--- src/rtl/mctrl_pkg.sv ---
// Shared encodings for the multi-cycle MIPS controller: state codes, opcodes, ALU ops,
// exception causes and datapath mux selects.
package mctrl_pkg;

  typedef enum logic [4:0] {
    StIf      = 5'd0,
    StId      = 5'd1,
    StExR     = 5'd2,
    StExI     = 5'd3,
    StMemAddr = 5'd4,
    StMemRd   = 5'd5,
    StMemWr   = 5'd6,
    StWbLw    = 5'd7,
    StWbR     = 5'd8,
    StWbI     = 5'd9,
    StBeq     = 5'd10,
    StBne     = 5'd11,
    StJ       = 5'd12,
    StJal     = 5'd13,
    StJr      = 5'd14,
    StLui     = 5'd15,
    StExc     = 5'd16
  } state_e;

  typedef enum logic [1:0] {CauseInt, CauseOvf, CauseIll, CauseBus} cause_e;

  localparam logic [5:0] OpR    = 6'b000000;
  localparam logic [5:0] OpJ    = 6'b000010;
  localparam logic [5:0] OpJal  = 6'b000011;
  localparam logic [5:0] OpBeq  = 6'b000100;
  localparam logic [5:0] OpBne  = 6'b000101;
  localparam logic [5:0] OpAddi = 6'b001000;
  localparam logic [5:0] OpSlti = 6'b001010;
  localparam logic [5:0] OpAndi = 6'b001100;
  localparam logic [5:0] OpOri  = 6'b001101;
  localparam logic [5:0] OpLui  = 6'b001111;
  localparam logic [5:0] OpLw   = 6'b100011;
  localparam logic [5:0] OpSw   = 6'b101011;

  localparam logic [5:0] FnSrl = 6'b000010;
  localparam logic [5:0] FnJr  = 6'b001000;
  localparam logic [5:0] FnAdd = 6'b100000;
  localparam logic [5:0] FnSub = 6'b100010;
  localparam logic [5:0] FnAnd = 6'b100100;
  localparam logic [5:0] FnOr  = 6'b100101;
  localparam logic [5:0] FnXor = 6'b100110;
  localparam logic [5:0] FnNor = 6'b100111;
  localparam logic [5:0] FnSlt = 6'b101010;

  localparam logic [2:0] AluAnd = 3'b000;
  localparam logic [2:0] AluOr  = 3'b001;
  localparam logic [2:0] AluAdd = 3'b010;
  localparam logic [2:0] AluXor = 3'b011;
  localparam logic [2:0] AluNor = 3'b100;
  localparam logic [2:0] AluSrl = 3'b101;
  localparam logic [2:0] AluSub = 3'b110;
  localparam logic [2:0] AluSlt = 3'b111;

  localparam logic [1:0] RegDstRt = 2'b00, RegDstRd  = 2'b01, RegDstRa  = 2'b10;
  localparam logic [1:0] MtrMdr   = 2'b00, MtrAlu    = 2'b01, MtrLui    = 2'b10, MtrPc  = 2'b11;
  localparam logic [1:0] SrcbB    = 2'b00, Srcb4     = 2'b01, SrcbImm   = 2'b10, SrcbSh = 2'b11;
  localparam logic [1:0] PcsAlu   = 2'b00, PcsAluOut = 2'b01, PcsJump   = 2'b10, PcsExc = 2'b11;

  // Returns {legal, alu_op} for an R-type funct field (JR is dispatched separately).
  function automatic logic [3:0] funct_decode(input logic [5:0] funct);
    case (funct)
      FnAdd:   return {1'b1, AluAdd};
      FnSub:   return {1'b1, AluSub};
      FnAnd:   return {1'b1, AluAnd};
      FnOr:    return {1'b1, AluOr};
      FnXor:   return {1'b1, AluXor};
      FnNor:   return {1'b1, AluNor};
      FnSlt:   return {1'b1, AluSlt};
      FnSrl:   return {1'b1, AluSrl};
      default: return {1'b0, AluAnd};
    endcase
  endfunction

endpackage

--- src/rtl/mctrl_wait_timer.sv ---
// Bus wait-state counter: counts stalled cycles and flags the last one allowed before timeout.
module mctrl_wait_timer #(
  parameter int unsigned TIMEOUT = 16
) (
  input  logic clk,
  input  logic reset,
  input  logic clr,
  input  logic en,
  output logic expire
);

  logic [7:0] cnt_q;

  always_ff @(posedge clk or negedge reset) begin
    if (!reset) begin
      cnt_q <= '0;
    end else if (clr) begin
      cnt_q <= '0;
    end else if (en) begin
      cnt_q <= cnt_q + 8'd1;
    end
  end

  // High during the TIMEOUT-th waiting cycle; ready in that same cycle still wins.
  assign expire = (cnt_q == 8'(TIMEOUT - 1));

endmodule

--- src/rtl/mctrl_exc.sv ---
// Multi-cycle MIPS control FSM with wait states, bus timeout, precise exceptions and
// interrupts taken only at instruction boundaries.
module mctrl_exc
  import mctrl_pkg::*;
#(
  parameter int unsigned ALU_OP_W = 3,
  parameter int unsigned STATE_W  = 5,
  parameter int unsigned TIMEOUT  = 16,
  parameter int unsigned INT_EN   = 1
) (
  input  logic                clk,
  input  logic                reset,
  input  logic [31:0]         Inst_in,
  input  logic                zero,
  input  logic                overflow,
  input  logic                MIO_ready,
  input  logic                int_req,
  output logic                MemRead,
  output logic                MemWrite,
  output logic [ALU_OP_W-1:0] ALU_operation,
  output logic [STATE_W-1:0]  state_out,
  output logic                CPU_MIO,
  output logic                IorD,
  output logic                IRWrite,
  output logic                RegWrite,
  output logic                ALUSrcA,
  output logic                PCWrite,
  output logic                PCWriteCond,
  output logic                Branch,
  output logic [1:0]          RegDst,
  output logic [1:0]          MemtoReg,
  output logic [1:0]          ALUSrcB,
  output logic [1:0]          PCSource,
  output logic                EPCWrite,
  output logic                CauseWrite,
  output logic [1:0]          Cause,
  output logic                int_ack
);

  state_e     state_q, state_d, bnd_state;
  cause_e     cause_q, cause_d, bnd_cause;
  logic [5:0] opcode, funct;
  logic       r_legal, timer_expire, timer_en, timer_clr;
  logic [2:0] r_op, i_op, alu_op;
  logic       unused_in;

  assign opcode            = Inst_in[31:26];
  assign funct             = Inst_in[5:0];
  assign {r_legal, r_op}   = funct_decode(funct);
  // zero is consumed by the datapath's PCWriteCond gating, not by the controller.
  assign unused_in         = ^{Inst_in[25:6], zero};

  always_comb begin
    case (opcode)
      OpAndi:  i_op = AluAnd;
      OpOri:   i_op = AluOr;
      OpSlti:  i_op = AluSlt;
      default: i_op = AluAdd;
    endcase
  end

  assign timer_en  = (state_q inside {StIf, StMemRd, StMemWr}) && !MIO_ready;
  assign timer_clr = (state_d != state_q);

  mctrl_wait_timer #(
    .TIMEOUT (TIMEOUT)
  ) u_wait_timer (
    .clk    (clk),
    .reset  (reset),
    .clr    (timer_clr),
    .en     (timer_en),
    .expire (timer_expire)
  );

  always_comb begin
    bnd_state = StIf;
    bnd_cause = cause_q;
    if (int_req && (INT_EN != 0)) begin
      bnd_state = StExc;
      bnd_cause = CauseInt;
    end
  end

  always_comb begin
    state_d = state_q;
    cause_d = cause_q;
    unique case (state_q)
      StIf: begin
        if (MIO_ready) begin
          state_d = StId;
        end else if (timer_expire) begin
          state_d = StExc;
          cause_d = CauseBus;
        end
      end
      StId: begin
        case (opcode)
          OpR: begin
            if (funct == FnJr) begin
              state_d = StJr;
            end else if (r_legal) begin
              state_d = StExR;
            end else begin
              state_d = StExc;
              cause_d = CauseIll;
            end
          end
          OpLw, OpSw:                     state_d = StMemAddr;
          OpBeq:                          state_d = StBeq;
          OpBne:                          state_d = StBne;
          OpJ:                            state_d = StJ;
          OpJal:                          state_d = StJal;
          OpAddi, OpAndi, OpOri, OpSlti:  state_d = StExI;
          OpLui:                          state_d = StLui;
          default: begin
            state_d = StExc;
            cause_d = CauseIll;
          end
        endcase
      end
      StExR: begin
        if (overflow && (funct == FnAdd || funct == FnSub)) begin
          state_d = StExc;
          cause_d = CauseOvf;
        end else begin
          state_d = StWbR;
        end
      end
      StExI: begin
        if (overflow && opcode == OpAddi) begin
          state_d = StExc;
          cause_d = CauseOvf;
        end else begin
          state_d = StWbI;
        end
      end
      StMemAddr: state_d = (opcode == OpSw) ? StMemWr : StMemRd;
      StMemRd, StMemWr: begin
        if (MIO_ready) begin
          state_d = (state_q == StMemRd) ? StWbLw : bnd_state;
          cause_d = (state_q == StMemRd) ? cause_q : bnd_cause;
        end else if (timer_expire) begin
          state_d = StExc;
          cause_d = CauseBus;
        end
      end
      StWbLw, StWbR, StWbI, StBeq, StBne, StJ, StJal, StJr, StLui: begin
        state_d = bnd_state;
        cause_d = bnd_cause;
      end
      StExc:   state_d = StIf;
      default: state_d = StIf;
    endcase
  end

  always_ff @(posedge clk or negedge reset) begin
    if (!reset) begin
      state_q <= StIf;
      cause_q <= CauseInt;
    end else begin
      state_q <= state_d;
      cause_q <= cause_d;
    end
  end

  always_comb begin
    MemRead = 1'b0;  MemWrite = 1'b0;    CPU_MIO = 1'b0;  IorD = 1'b0;
    IRWrite = 1'b0;  RegWrite = 1'b0;    ALUSrcA = 1'b0;  PCWrite = 1'b0;
    PCWriteCond = 1'b0;  Branch = 1'b0;  EPCWrite = 1'b0; CauseWrite = 1'b0;
    int_ack = 1'b0;  RegDst = RegDstRt;  MemtoReg = MtrMdr;
    ALUSrcB = SrcbB; PCSource = PcsAlu;  alu_op = AluAnd;
    // Everything is forced inactive while reset is held, including the IF fetch strobe.
    if (reset) begin
      unique case (state_q)
        StIf: begin
          MemRead = 1'b1;  CPU_MIO = 1'b1;  ALUSrcB = Srcb4;  alu_op = AluAdd;
          IRWrite = MIO_ready;  PCWrite = MIO_ready;
        end
        StId:      begin ALUSrcB = SrcbSh;  alu_op = AluAdd; end
        StExR:     begin ALUSrcA = 1'b1;    alu_op = r_op; end
        StExI:     begin ALUSrcA = 1'b1;    ALUSrcB = SrcbImm;  alu_op = i_op; end
        StMemAddr: begin ALUSrcA = 1'b1;    ALUSrcB = SrcbImm;  alu_op = AluAdd; end
        StMemRd:   begin IorD = 1'b1;       MemRead = 1'b1; end
        StMemWr:   begin IorD = 1'b1;       MemWrite = 1'b1; end
        StWbLw:    RegWrite = 1'b1;
        StWbR:     begin RegWrite = 1'b1;   RegDst = RegDstRd;  MemtoReg = MtrAlu; end
        StWbI:     begin RegWrite = 1'b1;   MemtoReg = MtrAlu; end
        StBeq, StBne: begin
          ALUSrcA = 1'b1;  alu_op = AluSub;  PCWriteCond = 1'b1;  PCSource = PcsAluOut;
          Branch = (state_q == StBeq);
        end
        StJ:       begin PCWrite = 1'b1;    PCSource = PcsJump; end
        StJal: begin
          PCWrite = 1'b1;  PCSource = PcsJump;  RegWrite = 1'b1;
          RegDst = RegDstRa;  MemtoReg = MtrPc;
        end
        StJr:      begin ALUSrcA = 1'b1;    alu_op = AluOr;  PCWrite = 1'b1; end
        StLui:     begin RegWrite = 1'b1;   MemtoReg = MtrLui; end
        StExc: begin
          EPCWrite = 1'b1;  CauseWrite = 1'b1;  PCWrite = 1'b1;  PCSource = PcsExc;
          int_ack = (cause_q == CauseInt);
        end
        default: ;
      endcase
    end
  end

  assign ALU_operation = ALU_OP_W'(alu_op);
  assign state_out     = STATE_W'(state_q);
  assign Cause         = cause_q;

endmodule

--- config.mk ---
export PLATFORM = sky130hd
export DESIGN_NAME = mctrl_exc
export DESIGN_NICKNAME = d
export VERILOG_FILES = /design/src/rtl/mctrl_pkg.sv /design/src/rtl/mctrl_wait_timer.sv /design/src/rtl/mctrl_exc.sv
export SDC_FILE = /design/constraint.sdc
export NUM_CORES = 1
export LEC_CHECK = 0
export ABC_AREA = 0
export BUFFER_PORTS_ARGS = -buffer_cell sky130_fd_sc_hd__buf_4
export CAP_MARGIN = 20
export CORE_UTILIZATION = 46
export DETAILED_ROUTE_END_ITERATION = 7
export PLACE_DENSITY = 0.78
export SYNTH_ARGS = -nofsm -noshare
export SYNTH_HDL_FRONTEND = slang
export SYNTH_SLANG_ARGS = --single-unit
--- constraint.sdc ---
create_clock -name clk -period 2.15 [get_ports clk]
set_input_delay 0.3225 -clock clk [delete_from_list [all_inputs] [get_ports clk]]
set_output_delay 0.3225 -clock clk [all_outputs]
set_load 0.02 [all_outputs]
==> run_summary.xml, run 1 <==
<?xml version="1.0" encoding="UTF-8"?>
<metrics>
  <group name="yosys">
    <metric name="fraction_of_registers_with_async_set_reset" unit="">1.000</metric>
    <metric name="synthDominantAreaCellType" unit="">sky130_fd_sc_hd__dfrtp_1</metric>
    <metric name="post_synth_num_cell_types" unit="">68</metric>
    <metric name="synth_warnings" unit="">0</metric>
    <metric name="synth.cell_area" unit="sq um">1946</metric>
    <metric name="postSynthNetCount" unit="">307</metric>
    <metric name="synth.avg_cell_area" unit="sq um">7.260</metric>
    <metric name="synth_seq_cells" unit="">15</metric>
    <metric name="yosysTopAreaCellShare" unit="">0.1929</metric>
    <metric name="synth-main-ff-cell" unit="">sky130_fd_sc_hd__dfrtp_1</metric>
    <metric name="synth-seq-area-share" unit="">0.1929</metric>
    <metric name="synthCells" unit="">268</metric>
    <metric name="synth_enable_flop_cells" unit="">0</metric>
    <metric name="synth_commonest_cells" unit="">sky130_fd_sc_hd__nand2_1, sky130_fd_sc_hd__nor2_1, sky130_fd_sc_hd__clkbuf_1</metric>
    <metric name="most_area_consuming_cells_after_synthesis" unit="">sky130_fd_sc_hd__dfrtp_1, sky130_fd_sc_hd__nand2_1, sky130_fd_sc_hd__nor2b_1</metric>
    <metric name="post-synth-top-count-cell" unit="">sky130_fd_sc_hd__nand2_1</metric>
  </group>
  <group name="global_route">
    <metric name="grt_pass1_vias" unit="">2202</metric>
    <metric name="grt.overflow.total" unit="">0</metric>
    <metric name="grt_pass1_wl" unit="microns">10210</metric>
    <metric name="grt_util_all_layers" unit="">0.3012</metric>
    <metric name="grt_antenna_before_repair" unit="">0</metric>
    <metric name="grt_max_degree" unit="">19</metric>
  </group>
  <group name="setup_path">
    <metric name="timing.reg2reg.setup_slack" unit="ps">-100</metric>
    <metric name="critical_path_class" unit="">flop to flop</metric>
    <metric name="worstSetupEndpointType" unit="">flop</metric>
    <metric name="critical_path_peak_fanout" unit="">8</metric>
    <metric name="worst_ep_required_time" unit="ps">2280</metric>
    <metric name="critPathArrivalTime" unit="ps">2380</metric>
    <metric name="timing.critical_path.from_type" unit="">flop</metric>
  </group>
  <group name="place">
    <metric name="placed_cells_incl_taps" unit="">397</metric>
    <metric name="io_buffer_count" unit="">47</metric>
    <metric name="dp_hpwl" unit="microns">4635</metric>
    <metric name="placed_area" unit="sq um">2731</metric>
    <metric name="pre_cts_slack" unit="ps">-157.2</metric>
    <metric name="finalWeightedCongestion" unit="">0.9123</metric>
  </group>
  <group name="timing">
    <metric name="clock.fmax" unit="MHz">444.7</metric>
    <metric name="finalWorstSetupSlack" unit="ps">-98.75</metric>
    <metric name="crit_share_post_route" unit="">1.046</metric>
    <metric name="finalHoldViolCount" unit="">0</metric>
    <metric name="setup_violations" unit="">11</metric>
    <metric name="fin_crit" unit="ps">2249</metric>
    <metric name="finalMaxSlewViolations" unit="">0</metric>
    <metric name="final.setup_skew" unit="ps">7.385</metric>
    <metric name="worstMarginPinSlew" unit="ps">470.8</metric>
    <metric name="max_slew_margin" unit="">0.6832</metric>
    <metric name="timing.setup.tns" unit="ps">-794.7</metric>
    <metric name="rsz_0062_raised_after_global_routing" unit="">yes</metric>
  </group>
  <group name="cts">
    <metric name="cts_tree" unit="">done</metric>
    <metric name="clock_path_buffers" unit="">2</metric>
    <metric name="clock_tree.htree_level_count" unit="">1</metric>
    <metric name="clk_root_buffer_cell" unit="">sky130_fd_sc_hd__clkbuf_8</metric>
    <metric name="clock_sinks" unit="">15</metric>
    <metric name="clkSlewWorstSetupHoldPaths" unit="ps">70</metric>
    <metric name="worst_skew_pair_later_pin_latency" unit="ps">270</metric>
    <metric name="cts_made_buffers" unit="">3</metric>
  </group>
  <group name="detailed_routing">
    <metric name="met2_wirelength" unit="microns">3738</metric>
    <metric name="post_detailed_route_drc_marker_count" unit="">0</metric>
    <metric name="vias" unit="">2569</metric>
    <metric name="route.detailed.wl_per_inst" unit="microns">18.41</metric>
    <metric name="drt_pass1_iterations" unit="">4</metric>
    <metric name="wirelength_met1" unit="microns">3051</metric>
    <metric name="ant_nets_after_route" unit="">0</metric>
    <metric name="route.detailed.vias_per_inst" unit="">6.205</metric>
    <metric name="drtIter0Drc" unit="">217</metric>
    <metric name="route.final.wire_length" unit="microns">7620</metric>
    <metric name="top_metal_layer_carrying_routed_signals" unit="">met4</metric>
    <metric name="met3_length" unit="microns">498</metric>
  </group>
  <group name="power_and_ir_drop">
    <metric name="power_spent_charging_and_discharging_nets" unit="mW">1.291</metric>
    <metric name="leakage" unit="nW">1.367</metric>
    <metric name="power.combinational.fraction" unit="">0.746</metric>
    <metric name="power.density" unit="nW/um^2">845.6</metric>
    <metric name="part_of_the_total_power_dissipated_in_sequential_elements" unit="">0.157</metric>
    <metric name="power_switching_share" unit="">0.4862</metric>
    <metric name="vdd_drop_max" unit="V">0.0006347</metric>
    <metric name="int_power" unit="mW">1.364</metric>
    <metric name="clock_power_share" unit="">0.097</metric>
  </group>
  <group name="cells_and_area">
    <metric name="post-route-cell-area" unit="sq um">3139</metric>
    <metric name="final_cells" unit="">414</metric>
    <metric name="finish.net_count" unit="">404</metric>
    <metric name="fillerInstances" unit="">273</metric>
    <metric name="synthToLayoutAreaGrowth" unit="%">61.35</metric>
    <metric name="num_antenna_cells" unit="">0</metric>
    <metric name="ratio_of_cells_with_drive_above_1_in_the_final_layout" unit="">0.4945</metric>
  </group>
  <group name="die">
    <metric name="initial_standard_cell_utilization_of_the_core" unit="">0.4829</metric>
    <metric name="area_enclosed_by_the_die_boundary" unit="sq um">4494</metric>
    <metric name="design.core.area" unit="sq um">4029</metric>
    <metric name="ios" unit="">69</metric>
    <metric name="core.rowCount" unit="">23</metric>
    <metric name="die_h" unit="microns">67.04</metric>
    <metric name="die_w" unit="microns">67.04</metric>
  </group>
  <group name="status">
    <metric name="outcome" unit="">finished with violations</metric>
    <metric name="failed_checks" unit="">negative setup slack</metric>
  </group>
  <group name="min_path">
    <metric name="hold_path_class" unit="">primary input to asynchronous set/reset pin</metric>
  </group>
  <group name="job">
    <metric name="cap_violations" unit="">0</metric>
  </group>
</metrics>
==> through the flow <==
| stage | power [mW] | hold slack (ps) | utilization |
|---|---|---|---|
| finish | 2.655 | 64.68 | 0.7792 |
| global route | 2.766 | 69.20 | 0.7792 |
| CTS | 2.383 | 64.28 | 0.7435 |
| detailed placement | 1.948 | 165.2 | 0.6780 |
| global placement | 1.917 | 156.7 | 0.6780 |
| floorplan | 1.323 | 26.91 | - |
==> cell families (layout without fill, tap and decap cells) <==
kind of cell               Yosys count  after routing  synth area share
and+or+nand+nor                    142            142            0.4180
AOI/OAI and AO/OA                   69             69            0.2669
buffers and inverters               30            126           0.06495
DFF                                 15             15            0.1929
xor gates and xnor gates             9              9           0.04051
adders and majority gates            2              2           0.01157
muxes                                1              1          0.005145
==> path summary, 6_finish.rpt <==
path	startpoint	endpoint	cells after the start
worst max-delay path	state_out[0]	u_wait_timer.cnt_q[2]	6
worst min-delay path	reset	state_out[2]	2
worst max register to register	state_out[0]	u_wait_timer.cnt_q[2]	6
worst min register to register	Cause[1]	Cause[1]	1
max in group asynchronous	reset	u_wait_timer.cnt_q[2]	2
min in group clk	Inst_in[30]	state_out[4]	3
==> placed cells by master (no fill, tap or decap), types with 4 or more instances in the layout <==
cell                       netlist  final
sky130_fd_sc_hd__nand3_1         8      7
sky130_fd_sc_hd__nor3b_1         7      4
sky130_fd_sc_hd__dfrtp_2         0      4
sky130_fd_sc_hd__nor4_2          0      4
sky130_fd_sc_hd__nor2_1         17     12
sky130_fd_sc_hd__nor3_1         12     10
sky130_fd_sc_hd__inv_1           8      7
sky130_fd_sc_hd__nand2_1        31     28
sky130_fd_sc_hd__nor4_4          1      4
sky130_fd_sc_hd__dfrtp_1        15     11
sky130_fd_sc_hd__or2_2           5      4
sky130_fd_sc_hd__nand4_1         5      5
sky130_fd_sc_hd__nand3b_1        4      4
sky130_fd_sc_hd__o21ai_0        14     13
sky130_fd_sc_hd__nor2b_1        12      8
sky130_fd_sc_hd__xnor2_1         5      5
sky130_fd_sc_hd__nand2b_1        6      6
sky130_fd_sc_hd__buf_4           3    108
sky130_fd_sc_hd__a21oi_1        13     11
sky130_fd_sc_hd__xor2_1          4      4
==> power by group through the flow <==
stage               registers [mW]  logic, mW  clock network (mW)
global placement             0.395       1.52                   0
CTS                          0.402       1.73               0.249
floorplan                    0.430      0.893                   0
detailed placement           0.400       1.55                   0
global route                 0.419       2.08               0.266
finish                       0.418       1.98               0.256
==> per-layer routing <==
layer,global-route usage,vias up
met2,0.5113,140
met3,0.03082,31
li1,-,1187
met1,0.3837,1211
met5,0,-
met4,0.1197,0
==> critical path, cell delays in order (launching register included) <==
cell                      delay, ps
sky130_fd_sc_hd__dfrtp_1        450
sky130_fd_sc_hd__or4_4          570
sky130_fd_sc_hd__a311o_1        290
sky130_fd_sc_hd__o311a_1        150
sky130_fd_sc_hd__and3b_1        220
sky130_fd_sc_hd__o21ai_4        350
sky130_fd_sc_hd__nor4_1          90
==> flip-flops by register name, summed over array words and instances (netlist names) <==
signal and flops:
u_wait_timer.cnt_q 8, Cause 2, state_out 5
==> final cells by class <==
| cell class | count | area, sq um | area share |
|---|---|---|---|
| Timing Repair Buffer | 114 | 894.6 | 0.2850 |
| Clock inverter | 1 | 5.005 | 0.001594 |
| Clock buffer | 3 | 41.29 | 0.01315 |
| Multi-Input combinational cell | 223 | 1723 | 0.5488 |
| Sequential cell | 15 | 380.4 | 0.1212 |
| Tap cell | 50 | 62.56 | 0.01993 |
| Inverter | 8 | 32.53 | 0.01036 |
==> repair_timing <==
| item | 4_1_cts | 5_1_grt |
|---|---|---|
| pin swaps | 15 | 16 |
| hold endpoints to repair | 5 | 0 |
| setup buffers | 7 | 6 |
| hold buffers | 1 | 0 |
| setup endpoints to repair | 12 | 14 |
| gates resized for setup | 29 | 26 |
No activity file was read; power rests on OpenSTA's default activity.
==> inputs of run 2 (changes only) <==
--- a/config.mk
+++ b/config.mk
@@ -11,6 +11,7 @@
 export CORE_UTILIZATION = 46
 export DETAILED_ROUTE_END_ITERATION = 7
 export PLACE_DENSITY = 0.78
+export SKIP_LAST_GASP = 1
 export SYNTH_ARGS = -nofsm -noshare
 export SYNTH_HDL_FRONTEND = slang
 export SYNTH_SLANG_ARGS = --single-unit
==> run 2 against run 1 <==
Against the previous run: the run still ends with negative setup slack left; register-to-register slack barely moved; non-clock buffer count grew 3; global-route usage hardly changed; sequential share of layout area shrank 0.24 points; worst hold slack gained 11 ps; critical endpoint is now u_wait_timer.cnt_q[5]; final area grew 2.0%; highest routed layer unchanged; core utilization is 1.6 points higher; clock skew shrank 4.7 ps.
==> run_summary.xml, run 2 (same netlist as run 1, synthesis figures left out) <==
<?xml version="1.0" encoding="UTF-8"?>
<metrics>
  <group name="power_and_ir_drop">
    <metric name="leakage" unit="nW">1.388</metric>
    <metric name="power.density" unit="nW/um^2">828.5</metric>
    <metric name="clock_power_share" unit="">0.094</metric>
    <metric name="fin_total_pwr" unit="mW">2.654</metric>
    <metric name="power.combinational.fraction" unit="">0.752</metric>
    <metric name="power_switching_share" unit="">0.4721</metric>
    <metric name="vdd_drop_max" unit="V">0.0005410</metric>
    <metric name="int_power" unit="mW">1.401</metric>
    <metric name="power_spent_charging_and_discharging_nets" unit="mW">1.253</metric>
    <metric name="part_of_the_total_power_dissipated_in_sequential_elements" unit="">0.154</metric>
  </group>
  <group name="timing">
    <metric name="finalWorstSetupSlack" unit="ps">-85.62</metric>
    <metric name="setup_violations" unit="">10</metric>
    <metric name="rsz_0062_raised_after_global_routing" unit="">yes</metric>
    <metric name="worstMarginPinSlew" unit="ps">401.5</metric>
    <metric name="max_slew_margin" unit="">0.7303</metric>
    <metric name="finalMaxSlewViolations" unit="">0</metric>
    <metric name="final.setup_skew" unit="ps">2.657</metric>
    <metric name="final_layout_worst_hold_slack" unit="ps">76.11</metric>
    <metric name="finalHoldViolCount" unit="">0</metric>
    <metric name="crit_share_post_route" unit="">1.040</metric>
    <metric name="fin_crit" unit="ps">2236</metric>
    <metric name="clock.fmax" unit="MHz">447.3</metric>
  </group>
  <group name="detailed_routing">
    <metric name="ant_nets_after_route" unit="">0</metric>
    <metric name="drt_pass1_iterations" unit="">4</metric>
    <metric name="vias" unit="">2576</metric>
    <metric name="post_detailed_route_drc_marker_count" unit="">0</metric>
    <metric name="route.final.wire_length" unit="microns">7201</metric>
    <metric name="route.detailed.wl_per_inst" unit="microns">17.27</metric>
    <metric name="drtIter0Drc" unit="">195</metric>
    <metric name="route.detailed.vias_per_inst" unit="">6.177</metric>
  </group>
  <group name="cells_and_area">
    <metric name="area_of_all_sequential_standard_cells" unit="sq um">380.4</metric>
    <metric name="final_design_utilization" unit="">0.7950</metric>
    <metric name="largest_register_ff_count" unit="">8</metric>
    <metric name="ratio_of_cells_with_drive_above_1_in_the_final_layout" unit="">0.5095</metric>
    <metric name="num_antenna_cells" unit="">0</metric>
    <metric name="final_cells" unit="">417</metric>
    <metric name="final_common_cell" unit="">sky130_fd_sc_hd__buf_4</metric>
    <metric name="synthToLayoutAreaGrowth" unit="%">64.63</metric>
    <metric name="multi_input_comb_area" unit="sq um">1744</metric>
    <metric name="finish.net_count" unit="">407</metric>
    <metric name="regMostFlops" unit="">u_wait_timer.cnt_q</metric>
    <metric name="fillerInstances" unit="">262</metric>
    <metric name="commonest_cells_after_routing_fill_and_taps_aside" unit="">sky130_fd_sc_hd__buf_4, sky130_fd_sc_hd__nand2_1, sky130_fd_sc_hd__o21ai_0</metric>
  </group>
  <group name="setup_path">
    <metric name="critPathArrivalTime" unit="ps">2410</metric>
    <metric name="timing.rr.end" unit="">u_wait_timer.cnt_q[5]</metric>
    <metric name="cpMaxStageDelayCell" unit="">sky130_fd_sc_hd__dfrtp_1</metric>
    <metric name="path_common_cell" unit="">sky130_fd_sc_hd__buf_4</metric>
    <metric name="worstSetupEndpointType" unit="">flop</metric>
    <metric name="timing.reg2reg.setup_slack" unit="ps">-90</metric>
    <metric name="cpPeakStageDelay" unit="ps">450</metric>
    <metric name="cells_on_worst_reg2reg_path" unit="">9</metric>
    <metric name="crit_chain" unit="">buf_4 &gt; nor2_2 &gt; and2_4 &gt; buf_4 &gt; a221oi_4 &gt; nand2b_1 &gt; a211o_2 &gt; buf_4 &gt; nor4_4</metric>
    <metric name="critical_path.reg2reg.startpoint" unit="">state_out[0]</metric>
    <metric name="timing.critical_path.from_type" unit="">flop</metric>
    <metric name="worst_ep_required_time" unit="ps">2330</metric>
    <metric name="critical_path_peak_fanout" unit="">8</metric>
    <metric name="critical_path_class" unit="">flop to flop</metric>
  </group>
  <group name="global_route">
    <metric name="grt_max_degree" unit="">19</metric>
    <metric name="grt.overflow.total" unit="">0</metric>
    <metric name="grt_antenna_before_repair" unit="">0</metric>
    <metric name="grt_util_all_layers" unit="">0.3008</metric>
    <metric name="grt_pass1_wl" unit="microns">10200</metric>
    <metric name="grt_pass1_vias" unit="">2204</metric>
  </group>
  <group name="die">
    <metric name="ios" unit="">69</metric>
    <metric name="design.core.area" unit="sq um">4029</metric>
    <metric name="initial_standard_cell_utilization_of_the_core" unit="">0.4829</metric>
    <metric name="area_enclosed_by_the_die_boundary" unit="sq um">4494</metric>
    <metric name="die_h" unit="microns">67.04</metric>
    <metric name="core.rowCount" unit="">23</metric>
    <metric name="die_w" unit="microns">67.04</metric>
  </group>
  <group name="min_path">
    <metric name="hold_path_class" unit="">primary input to asynchronous set/reset pin</metric>
  </group>
  <group name="cts">
    <metric name="clock_tree.htree_level_count" unit="">1</metric>
    <metric name="clock_sinks" unit="">15</metric>
    <metric name="cts_made_buffers" unit="">3</metric>
    <metric name="clk_root_buffer_cell" unit="">sky130_fd_sc_hd__clkbuf_8</metric>
    <metric name="clock_path_buffers" unit="">2</metric>
    <metric name="worst_skew_pair_later_pin_latency" unit="ps">260</metric>
    <metric name="clkSlewWorstSetupHoldPaths" unit="ps">70</metric>
    <metric name="cts_tree" unit="">done</metric>
  </group>
  <group name="status">
    <metric name="failed_checks" unit="">negative setup slack</metric>
    <metric name="outcome" unit="">finished with violations</metric>
  </group>
  <group name="job">
    <metric name="cap_violations" unit="">0</metric>
  </group>
  <group name="place">
    <metric name="dp_hpwl" unit="microns">4635</metric>
    <metric name="io_buffer_count" unit="">47</metric>
    <metric name="finalWeightedCongestion" unit="">0.9123</metric>
    <metric name="placed_cells_incl_taps" unit="">397</metric>
  </group>
</metrics>
[run 2: what timing repair did]
item	in CTS	in global routing
resized for setup	29	32
hold endpoints to repair	5	0
pin swaps	13	20
buffers inserted	7	8
hold buffers	1	0
cloned	0	0
setup endpoints to repair	12	14
[run 2: final cells by class]
| type | count | share of cell area |
|---|---|---|
| clock inverter | 1 | 0.001563 |
| inverter | 8 | 0.01016 |
| timing repair buffer | 117 | 0.2926 |
| sequential | 15 | 0.1188 |
| tap | 50 | 0.01953 |
| clock buffer | 3 | 0.01289 |
| multi-input combinational | 223 | 0.5445 |
[run 2: worst max-delay path by stage]
stage                                from                     to  slack, ps  cells past startpoint
finish                       state_out[0]  u_wait_timer.cnt_q[5]        -90                      9
global route        u_wait_timer.cnt_q[5]  u_wait_timer.cnt_q[5]       -160                      9
CTS                          state_out[0]       ALU_operation[2]        -20                      6
detailed placement            Inst_in[27]  u_wait_timer.cnt_q[4]       -160                      7
global placement               Inst_in[5]  u_wait_timer.cnt_q[1]        -90                      7
floorplan                    state_out[3]       ALU_operation[0]         -9                      7
[run 2: critical path: cells and delay by family (launching register included)]
family | cells | cell delay, ps
buffers and inverters | 3 | 540
flip-flops | 1 | 450
AND/OR/NAND/NOR | 4 | 400
AO/OA/AOI/OAI | 2 | 750
[run 2: power groups by stage]
stage               sequential [mW]  combinational (mW)  clock [mW]
CTS                           0.402                1.73       0.249
finish                        0.410                1.99       0.249
global placement              0.395                1.52           0
global route                  0.414                2.12       0.260
detailed placement            0.400                1.55           0
floorplan                     0.430               0.893           0
[run 2: metal layers]
metal  wire (microns)  track usage  up-vias
met5                0            0        -
met4              183       0.1197        0
met3              466      0.03082       17
met2             3557       0.5125      133
met1             2994       0.3816     1232
li1                 -            -     1194
[run 2: per-stage QoR]
step | area [sq um] | setup TNS [ps] | setup WS, ps
after floorplan | 2012 | -17.43 | -8.714
after global placement | 2731 | -720.0 | -92.39
after detailed placement | 2731 | -904.2 | -157.2
after CTS | 2995 | -20.15 | -16.47
after global routing | 3203 | -1083 | -163.3
final | 3203 | -501.9 | -85.62
==> inputs of run 3 (changes only) <==
--- a/config.mk
+++ b/config.mk
@@ -9,6 +9,7 @@
 export BUFFER_PORTS_ARGS = -buffer_cell sky130_fd_sc_hd__buf_4
 export CAP_MARGIN = 20
 export CORE_UTILIZATION = 46
+export CTS_CLUSTER_SIZE = 40
 export DETAILED_ROUTE_END_ITERATION = 7
 export PLACE_DENSITY = 0.78
 export SKIP_LAST_GASP = 1
==> constraint.sdc (replaced) <==
create_clock -name clk -period 1.95 [get_ports clk]
set_input_delay 0.0975 -clock clk [delete_from_list [all_inputs] [get_ports clk]]
set_output_delay 0.0975 -clock clk [all_outputs]
set_load 0.02 [all_outputs]
==> run 3 against run 2 <==
Against the previous run: the run still ends with negative setup slack left; count of clock-buffer cells in the layout up 1; register-to-register slack got worse by 260 ps; non-clock buffer count is 12 higher; die area unchanged; sequential power is 10% higher; fmax shrank 2.6%; largest cell class unchanged; highest routed layer unchanged.
==> run_summary.xml, run 3 (same netlist as run 1, synthesis figures left out) <==
<?xml version="1.0" encoding="UTF-8"?>
<metrics>
  <group name="die">
    <metric name="die_w" unit="microns">67.04</metric>
    <metric name="area_enclosed_by_the_die_boundary" unit="sq um">4494</metric>
    <metric name="ios" unit="">69</metric>
    <metric name="design.core.area" unit="sq um">4029</metric>
    <metric name="initial_standard_cell_utilization_of_the_core" unit="">0.4829</metric>
    <metric name="core.rowCount" unit="">23</metric>
    <metric name="die_h" unit="microns">67.04</metric>
  </group>
  <group name="cts">
    <metric name="clock_path_buffers" unit="">2</metric>
    <metric name="clkSlewWorstSetupHoldPaths" unit="ps">70</metric>
    <metric name="clk_root_buffer_cell" unit="">sky130_fd_sc_hd__clkbuf_8</metric>
    <metric name="cts_made_buffers" unit="">3</metric>
    <metric name="cts_tree" unit="">done</metric>
    <metric name="clock_sinks" unit="">15</metric>
    <metric name="worst_skew_pair_later_pin_latency" unit="ps">270</metric>
    <metric name="clock_tree.htree_level_count" unit="">1</metric>
  </group>
  <group name="timing">
    <metric name="final.setup_skew" unit="ps">7.033</metric>
    <metric name="crit_share_post_route" unit="">1.177</metric>
    <metric name="max_slew_margin" unit="">0.4781</metric>
    <metric name="finalMaxSlewViolations" unit="">0</metric>
    <metric name="timing.setup.tns" unit="ps">-3612</metric>
    <metric name="setup_violations" unit="">19</metric>
    <metric name="fin_crit" unit="ps">2295</metric>
    <metric name="rsz_0062_raised_after_global_routing" unit="">yes</metric>
    <metric name="finalHoldViolCount" unit="">0</metric>
    <metric name="final_layout_worst_hold_slack" unit="ps">280.2</metric>
    <metric name="finalWorstSetupSlack" unit="ps">-345.3</metric>
    <metric name="worstMarginPinSlew" unit="ps">780.3</metric>
    <metric name="clock.fmax" unit="MHz">435.7</metric>
  </group>
  <group name="setup_path">
    <metric name="cells_on_worst_reg2reg_path" unit="">7</metric>
    <metric name="timing.reg2reg.setup_slack" unit="ps">-350</metric>
    <metric name="cpMaxStageDelayCell" unit="">sky130_fd_sc_hd__dfrtp_2</metric>
    <metric name="critical_path_peak_fanout" unit="">8</metric>
    <metric name="worstSetupEndpointType" unit="">flop</metric>
    <metric name="timing.rr.end" unit="">u_wait_timer.cnt_q[0]</metric>
    <metric name="critical_path.reg2reg.startpoint" unit="">state_out[2]</metric>
    <metric name="cpPeakStageDelay" unit="ps">480</metric>
    <metric name="crit_chain" unit="">buf_4 &gt; nor3b_4 &gt; nand3_1 &gt; o21ai_0 &gt; a21oi_1 &gt; a211o_4 &gt; nor4_4</metric>
    <metric name="critical_path_class" unit="">flop to flop</metric>
    <metric name="critPathArrivalTime" unit="ps">2460</metric>
    <metric name="timing.critical_path.from_type" unit="">flop</metric>
    <metric name="worst_ep_required_time" unit="ps">2110</metric>
  </group>
  <group name="cells_and_area">
    <metric name="finish.net_count" unit="">419</metric>
    <metric name="ratio_of_cells_with_drive_above_1_in_the_final_layout" unit="">0.5303</metric>
    <metric name="fillerInstances" unit="">217</metric>
    <metric name="synthToLayoutAreaGrowth" unit="%">74.66</metric>
    <metric name="commonest_cells_after_routing_fill_and_taps_aside" unit="">sky130_fd_sc_hd__buf_4, sky130_fd_sc_hd__nand2_1, sky130_fd_sc_hd__o21ai_0</metric>
    <metric name="regMostFlops" unit="">u_wait_timer.cnt_q</metric>
    <metric name="largest_register_ff_count" unit="">8</metric>
    <metric name="post-route-cell-area" unit="sq um">3398</metric>
    <metric name="final_design_utilization" unit="">0.8435</metric>
    <metric name="final_common_cell" unit="">sky130_fd_sc_hd__buf_4</metric>
    <metric name="num_antenna_cells" unit="">0</metric>
  </group>
  <group name="detailed_routing">
    <metric name="route.final.wire_length" unit="microns">9170</metric>
    <metric name="post_detailed_route_drc_marker_count" unit="">0</metric>
    <metric name="drt_pass1_iterations" unit="">5</metric>
    <metric name="route.detailed.vias_per_inst" unit="">6.741</metric>
    <metric name="drtIter0Drc" unit="">426</metric>
    <metric name="route.detailed.wl_per_inst" unit="microns">21.38</metric>
    <metric name="vias" unit="">2892</metric>
    <metric name="ant_nets_after_route" unit="">0</metric>
  </group>
  <group name="global_route">
    <metric name="grt_max_degree" unit="">16</metric>
    <metric name="grt_antenna_before_repair" unit="">0</metric>
    <metric name="grt_pass1_wl" unit="microns">11520</metric>
    <metric name="grt_util_all_layers" unit="">0.3426</metric>
    <metric name="grt_pass1_vias" unit="">2408</metric>
    <metric name="grt.overflow.total" unit="">0</metric>
  </group>
  <group name="place">
    <metric name="finalWeightedCongestion" unit="">0.9172</metric>
    <metric name="placed_area" unit="sq um">2836</metric>
    <metric name="pre_cts_slack" unit="ps">-311.6</metric>
    <metric name="dp_hpwl" unit="microns">4895</metric>
    <metric name="io_buffer_count" unit="">47</metric>
  </group>
  <group name="power_and_ir_drop">
    <metric name="vdd_drop_max" unit="V">0.0004332</metric>
    <metric name="leakage" unit="nW">1.468</metric>
    <metric name="power.density" unit="nW/um^2">987.6</metric>
  </group>
  <group name="status">
    <metric name="outcome" unit="">finished with violations</metric>
    <metric name="failed_checks" unit="">negative setup slack</metric>
  </group>
  <group name="min_path">
    <metric name="timing.hold.worst.start" unit="">Inst_in[30]</metric>
    <metric name="holdPathStages" unit="">3</metric>
    <metric name="timing.hold.worst_endpoint" unit="">state_out[4]</metric>
    <metric name="hold_path_class" unit="">primary input to flop</metric>
  </group>
  <group name="job">
    <metric name="cap_violations" unit="">0</metric>
  </group>
</metrics>
run 3: worst max-delay path by stage:
stage / from / end / slack, ps / cells past startpoint
finish: state_out[2] / u_wait_timer.cnt_q[0] / -350 / 7
global route: state_out[1] / u_wait_timer.cnt_q[0] / -450 / 6
CTS: u_wait_timer.cnt_q[5] / u_wait_timer.cnt_q[5] / -170 / 7
detailed placement: state_out[2] / u_wait_timer.cnt_q[7] / -310 / 7
global placement: state_out[2] / u_wait_timer.cnt_q[7] / -170 / 7
floorplan: state_out[3] / u_wait_timer.cnt_q[0] / -170 / 7
run 3: critical path, delay by kind of cell (launching register included):
family	cells	cell delay, ps
AND/OR/NAND/NOR	3	770
AO/OA/AOI/OAI	3	740
flip-flops	1	480
buffers and inverters	1	180
run 3: layout make-up:
cell class | count | area [sq um] | area share
Timing Repair Buffer | 129 | 1066 | 0.3137
Clock buffer | 4 | 45.04 | 0.01325
Inverter | 8 | 30.03 | 0.008837
Multi-Input combinational cell | 223 | 1815 | 0.5342
Sequential cell | 15 | 379.1 | 0.1116
Tap cell | 50 | 62.56 | 0.01841
run 3: what timing repair did:
item | 4_1_cts | 5_1_grt
resized for setup | 29 | 42
setup buffers | 6 | 14
endpoints found under the hold margin | 15 | 0
pin swaps | 7 | 22
cloned | 0 | 0
hold buffers | 1 | 0
setup endpoints to repair | 13 | 21
run 3: stage by stage:
step,power (mW),instances
after floorplan,1.512,268
after global placement,2.220,405
after detailed placement,2.251,405
after CTS,2.770,416
after global routing,3.449,429
final,3.356,429
run 3: power by group:
part           total (mW)  internal [mW]  switching [mW]
Sequential          0.452          0.371          0.0809
Combinational        2.62           1.19            1.43
Clock               0.283          0.146           0.137
Total                3.36           1.71            1.65
run 3: metal layers:
metal	up-vias	GRT usage	wire length, microns
met5	-	0	0
met1	1369	0.4423	3530
li1	1219	-	-
met3	62	0.03596	846
met4	0	0.1676	512
met2	242	0.5575	4281
